[config.mk]
export PLATFORM = sky130hd
export DESIGN_NAME = gpio_uart_rx
export DESIGN_NICKNAME = d
export VERILOG_FILES = /design/src/rtl/gpio_uart_rx.sv
export SDC_FILE = /design/constraint.sdc
export NUM_CORES = 1
export LEC_CHECK = 0
export ABC_AREA = 1
export CORE_MARGIN = 2
export CORE_UTILIZATION = 53
export DETAILED_ROUTE_END_ITERATION = 6
export PLACE_DENSITY = 0.77
export SYNTH_ARGS = -nofsm -noshare
export SYNTH_HDL_FRONTEND = slang
export SYNTH_SLANG_ARGS = --single-unit
export TNS_END_PERCENT = 1
[constraint.sdc]
create_clock -name clk -period 2.1 [get_ports clk]
set_input_delay 0.42 -clock clk [delete_from_list [all_inputs] [get_ports clk]]
set_output_delay 0.42 -clock clk [all_outputs]
set_load 0.01 [all_outputs]
[src/rtl/gpio_uart_rx.sv]
// 8N1 serial receiver for one openframe GPIO pad input, with a small
// first-word-fall-through byte FIFO presented on a valid/ready handshake.
module gpio_uart_rx #(
    parameter int unsigned CLKS_PER_BIT = 16,
    parameter int unsigned FIFO_DEPTH   = 4
) (
    input  logic       clk,
    input  logic       rst,
    input  logic       rx_in,
    output logic       rx_oeb,
    output logic [7:0] data,
    output logic       valid,
    input  logic       ready,
    output logic       frame_err,
    output logic       overrun
);

    localparam int unsigned TW = $clog2(CLKS_PER_BIT);
    localparam int unsigned AW = $clog2(FIFO_DEPTH);

    localparam logic [TW-1:0] HalfLoad = TW'(CLKS_PER_BIT / 2 - 1);
    localparam logic [TW-1:0] FullLoad = TW'(CLKS_PER_BIT - 1);

    typedef enum logic [2:0] {
        StIdle,
        StStart,
        StData,
        StStop,
        StWaitIdle
    } state_e;

    state_e        state_q, state_d;
    logic [TW-1:0] timer_q, timer_d;
    logic [2:0]    bit_idx_q, bit_idx_d;
    logic [7:0]    shift_q, shift_d;
    logic          rx_meta_q, rx_s_q;
    logic          frame_err_q, frame_err_d;
    logic          overrun_q, overrun_d;

    logic [7:0]    mem_q [FIFO_DEPTH];
    logic [AW:0]   wptr_q, wptr_d;
    logic [AW:0]   rptr_q, rptr_d;

    logic          timer_done;
    logic          push;
    logic          pop;
    logic          wr_en;
    logic          empty;
    logic          full;

    assign rx_oeb = 1'b1;

    always_ff @(posedge clk) begin
        if (rst) begin
            rx_meta_q <= 1'b1;
            rx_s_q    <= 1'b1;
        end else begin
            rx_meta_q <= rx_in;
            rx_s_q    <= rx_meta_q;
        end
    end

    assign timer_done = (timer_q == '0);

    always_comb begin
        state_d     = state_q;
        timer_d     = timer_q;
        bit_idx_d   = bit_idx_q;
        shift_d     = shift_q;
        push        = 1'b0;
        frame_err_d = 1'b0;
        unique case (state_q)
            StIdle: begin
                if (!rx_s_q) begin
                    state_d = StStart;
                    timer_d = HalfLoad;
                end
            end
            StStart: begin
                if (!timer_done) begin
                    timer_d = timer_q - TW'(1);
                end else if (rx_s_q) begin
                    state_d = StIdle;
                end else begin
                    state_d   = StData;
                    timer_d   = FullLoad;
                    bit_idx_d = 3'd0;
                end
            end
            StData: begin
                if (!timer_done) begin
                    timer_d = timer_q - TW'(1);
                end else begin
                    shift_d = {rx_s_q, shift_q[7:1]};
                    timer_d = FullLoad;
                    if (bit_idx_q == 3'd7) begin
                        state_d = StStop;
                    end else begin
                        bit_idx_d = bit_idx_q + 3'd1;
                    end
                end
            end
            StStop: begin
                if (!timer_done) begin
                    timer_d = timer_q - TW'(1);
                end else if (rx_s_q) begin
                    push    = 1'b1;
                    state_d = StIdle;
                end else begin
                    frame_err_d = 1'b1;
                    state_d     = StWaitIdle;
                end
            end
            StWaitIdle: begin
                // A held-low break stays here, so it raises only one frame error.
                if (rx_s_q) begin
                    state_d = StIdle;
                end
            end
            default: state_d = StIdle;
        endcase
    end

    always_ff @(posedge clk) begin
        if (rst) begin
            state_q     <= StIdle;
            timer_q     <= '0;
            bit_idx_q   <= 3'd0;
            shift_q     <= 8'd0;
            frame_err_q <= 1'b0;
            overrun_q   <= 1'b0;
        end else begin
            state_q     <= state_d;
            timer_q     <= timer_d;
            bit_idx_q   <= bit_idx_d;
            shift_q     <= shift_d;
            frame_err_q <= frame_err_d;
            overrun_q   <= overrun_d;
        end
    end

    assign empty = (wptr_q == rptr_q);
    assign full  = (wptr_q[AW] != rptr_q[AW]) && (wptr_q[AW-1:0] == rptr_q[AW-1:0]);
    assign valid = !empty;
    assign pop   = valid && ready;

    // A pop in the same cycle frees the head slot, so a push to a full FIFO still lands.
    always_comb begin
        wr_en     = push && (!full || pop);
        overrun_d = push && full && !pop;
        wptr_d    = wptr_q + {{AW{1'b0}}, wr_en};
        rptr_d    = rptr_q + {{AW{1'b0}}, pop};
    end

    always_ff @(posedge clk) begin
        if (rst) begin
            wptr_q <= '0;
            rptr_q <= '0;
            for (int unsigned i = 0; i < FIFO_DEPTH; i++) begin
                mem_q[i] <= 8'd0;
            end
        end else begin
            wptr_q <= wptr_d;
            rptr_q <= rptr_d;
            if (wr_en) begin
                mem_q[wptr_q[AW-1:0]] <= shift_q;
            end
        end
    end

    assign data      = mem_q[rptr_q[AW-1:0]];
    assign frame_err = frame_err_q;
    assign overrun   = overrun_q;

endmodule
==> results_dict.tcl <==
set metrics [dict create \
    fin_crit_ns 1.95 \
    flow.area_growth_from_synthesis_pct 14.7 \
    critical-path-slowest-cell "dfxtp_1" \
    num_rows 26 \
    endpoint_kind "output pin" \
    synth-compound-area-share_pct 9.99 \
    timing_worst_setup_path_type "flop to output pin" \
    n_antenna_cell 0 \
    fin_setup_tns_ns 0 \
    cp_max_fo 12 \
    design.core.area_mm2 0.00514 \
    ys_seq_elements 60 \
    clock_latency_ns 0.33 \
    holdBufCountCts 0 \
    basic_gate_share_of_the_synthesized_area_counting_and_or_nand_and_nor_cells_pct 24.6 \
    die-height_um 77.1 \
    initial_utilization_pct 55.1 \
    power.clock.fraction_pct 26.0 \
    run_status "finished clean" \
    number_of_antenna_violations_at_the_first_check_in_global_routing 0 \
    layout-drive-gt1-share_pct 9.94 \
    max-clock-path-buffers 2 \
    drtPass1Iterations 5 \
    switchingPower_uw 1320 \
    finalNetCount 369 \
    grt_setup_unrepaired "no" \
    drt-vias-per-instance 5.16 \
    ioPinCount 16 \
    synth-adder-area-share_pct 3.54 \
    max-vdd-ir-drop_v 0.000926 \
    finalClockSkew_ns 0.00382 \
    netlist_top_cells_area "edfxtp_1, dfxtp_1, nor2_1, nand2_1, o21ai_0" \
    dieArea_mm2 0.00594 \
    postSynthAreaPerCell_um2 8.50 \
    power.share.switching_pct 36.0 \
    gp_congestion 0.859 \
    synthFlopType "edfxtp_1" \
    clock_tree.htree_level_count 3 \
    die_x_um 77.1 \
    ys_seq_area_share_pct 53.7 \
    p_per_area_mw_per_mm2 1120 \
    cts.clk_slew.worst_paths_ns 0.06 \
    portBuffers 14 \
    worstPathRequired_ns 1.68 \
    power.sequential.fraction_pct 40.9 \
    maxCapViolCount 0 \
    cts_root_buf "clkbuf_8" \
    vias 2228 \
    drv_slew 0 \
    cts_tree "done" \
    synth_nets 345 \
    critPathMaxStageDelay_ns 0.36 \
    hp-class "flop to flop" \
    min_period_over_period_pct 92.8 \
    route.detailed.wl_per_inst_um 12.4 \
    yosysUniqueCellTypes 29 \
    vias_in_the_first_global_route 1987 \
    drt-total-wl_um 5360 \
    synth.area.mux_share_pct 0 \
    synthXorXnorAreaFrac_pct 0.928 \
    layout.filler_cells 468 \
    timing.final.setup_violations 0 \
    synthArstFlopShare_pct 0 \
    yosys.area.top_type_share_pct 33.9 \
    largest_net_degree_at_the_start_of_global_routing 19 \
    synth_top_family_by_area "simple AND/OR/NAND/NOR gates" \
    drt.antenna.violating_nets 0 \
    syn_inst 333 \
    cell_internal_pwr_uw 2340 \
    cts-buffers-inserted 9 \
    worstPathCellList "inv_2, buf_6, o21ai_0, o22ai_1, dlygate4sd2_1" \
    synth-warning-count 0 \
    cp_data_arrival_time_ns 1.53 \
    netlist.top_cell.by_area "edfxtp_1" \
    clock_sinks 60 \
    drtIter0Drc 167 \
    p_comb_share_pct 33.1 \
    synth_edf_count 32 \
    grt_pass1_wl_um 9050 \
    mappedNetlistArea_mm2 0.00283 \
    hold_viol_final 0 \
    gr-total-overflow 0 \
    global_route.usage.total_pct 19.4 \
    report.power.total_uw 3650 \
    max_clock_freq_mhz 513 \
    post_route_drc_violation_count 0 \
    setup.worst_path.start_class "flop" \
    detailedPlacementHpwl_um 3750 \
    cellLeakagePower_uw 0.00135 \
]
==> synthesized netlist by cell type, types with 3 or more instances <==
cell type / n
nor3_1: 7
a21oi_1: 11
nor2_1: 80
o21ai_0: 34
o22ai_1: 8
edfxtp_1: 32
inv_1: 38
nand2_2: 3
dfxtp_1: 28
clkbuf_1: 5
ha_1: 8
nand2_1: 46
xnor2_1: 3
nand3_1: 10
==> worst paths after layout <==
kind                                               from                   endpoint  slack (ns)  depth (start not counted)
worst min-delay path               rx_meta_q$_SDFF_PP1_          rx_s_q$_SDFF_PP1_        0.41                          1
worst max register to register  timer_q[0]$_SDFFE_PP0P_  mem_q[1][3]$_SDFFCE_PN0P_        0.28                          6
worst max-delay path               rptr_q[0]$_SDFF_PP0_                    data[2]        0.15                          5
worst min register to register     rx_meta_q$_SDFF_PP1_          rx_s_q$_SDFF_PP1_        0.41                          1
==> registers in the layout (all words and copies together), names as in the netlist <==
signal     cells
rx_meta_q      1
mem_q         32
rptr_q         3
state_q        3
shift_q        8
frame_err      1
bit_idx_q      3
rx_s_q         1
wptr_q         3
timer_q        4
overrun        1
==> per-layer routing <==
layer	global-route usage, %	part of all wire (%)	vias up
met5	0	0	-
li1	-	-	1133
met2	31.0	47	68
met1	25.1	46	1023
met4	5.18	0.56	0
met3	7.29	5.9	4
==> area by class of cell <==
type | count | area (µm²) | area share [%]
sequential | 60 | 1520 | 46.9
clock inverter | 3 | 38.8 | 1.19
clock buffer | 13 | 139 | 4.28
timing repair buffer | 23 | 204 | 6.28
multi-input combinational | 224 | 1110 | 34.1
tap | 70 | 87.6 | 2.70
inverter | 39 | 146 | 4.51
==> kinds of logic (layout without fill, tap and decap cells) <==
family / Yosys count / in the layout
xor+xnor: 3 / 3
simple gates: 158 / 158
fa+ha+maj: 8 / 8
other cells: 1 / 1
flops: 60 / 60
compound gates: 54 / 54
buf+inv: 49 / 78
==> critical path: cells and delay by family (launching register included) <==
family / cells / cell delay, ns
AO/OA/AOI/OAI: 2 / 0.32
buffers and inverters: 3 / 0.52
flip-flops: 1 / 0.36
==> placed cells by master, fill, tap and decap left out, types with 2 or more instances in the layout <==
master / n
nor2_1: 80
buf_6: 2
nand2_2: 3
clkdlybuf4s50_1: 5
buf_4: 7
clkbuf_8: 9
nor3_2: 2
a21oi_1: 11
o21ai_0: 34
inv_1: 37
o22ai_1: 8
nor2_4: 2
edfxtp_1: 32
dfxtp_2: 2
ha_1: 8
dlygate4sd2_1: 9
xnor2_1: 3
or2_2: 2
nand2_1: 46
dfxtp_1: 26
inv_2: 2
nand4_2: 2
nand3_1: 10
clkbuf_1: 4
nor3_1: 7
==> per-stage QoR <==
stage | instances | hold slack [ns] | cell area, µm² | setup WS, ns | utilization [%]
3_3_place_gp | 416 | 0.396 | 3070 | 0.186 | 59.8
2_1_floorplan | 333 | 0.389 | 2830 | 0.0943 | -
5_1_grt | 432 | 0.428 | 3250 | 0.0529 | 63.2
6_report | 432 | 0.407 | 3250 | 0.152 | 63.2
4_1_cts | 432 | 0.413 | 3250 | 0.133 | 63.2
3_5_place_dp | 416 | 0.403 | 3070 | 0.141 | 59.8
==> power groups by stage <==
| stage | sequential (µW) | clock [µW] | combinational, µW |
|---|---|---|---|
| global placement | 1510 | 0 | 1180 |
| detailed placement | 1510 | 0 | 1210 |
| finish | 1490 | 950 | 1210 |
| CTS | 1490 | 969 | 1210 |
| floorplan | 1490 | 0 | 970 |
| global route | 1510 | 1020 | 1410 |
==> repair_timing <==
action | in CTS | in global routing
endpoints found under the setup margin | 9 | 0
resized for setup | 14 | 0
endpoints found under the hold margin | 0 | 0
setup buffers | 0 | 0
(Power assumes the default switching activity.)
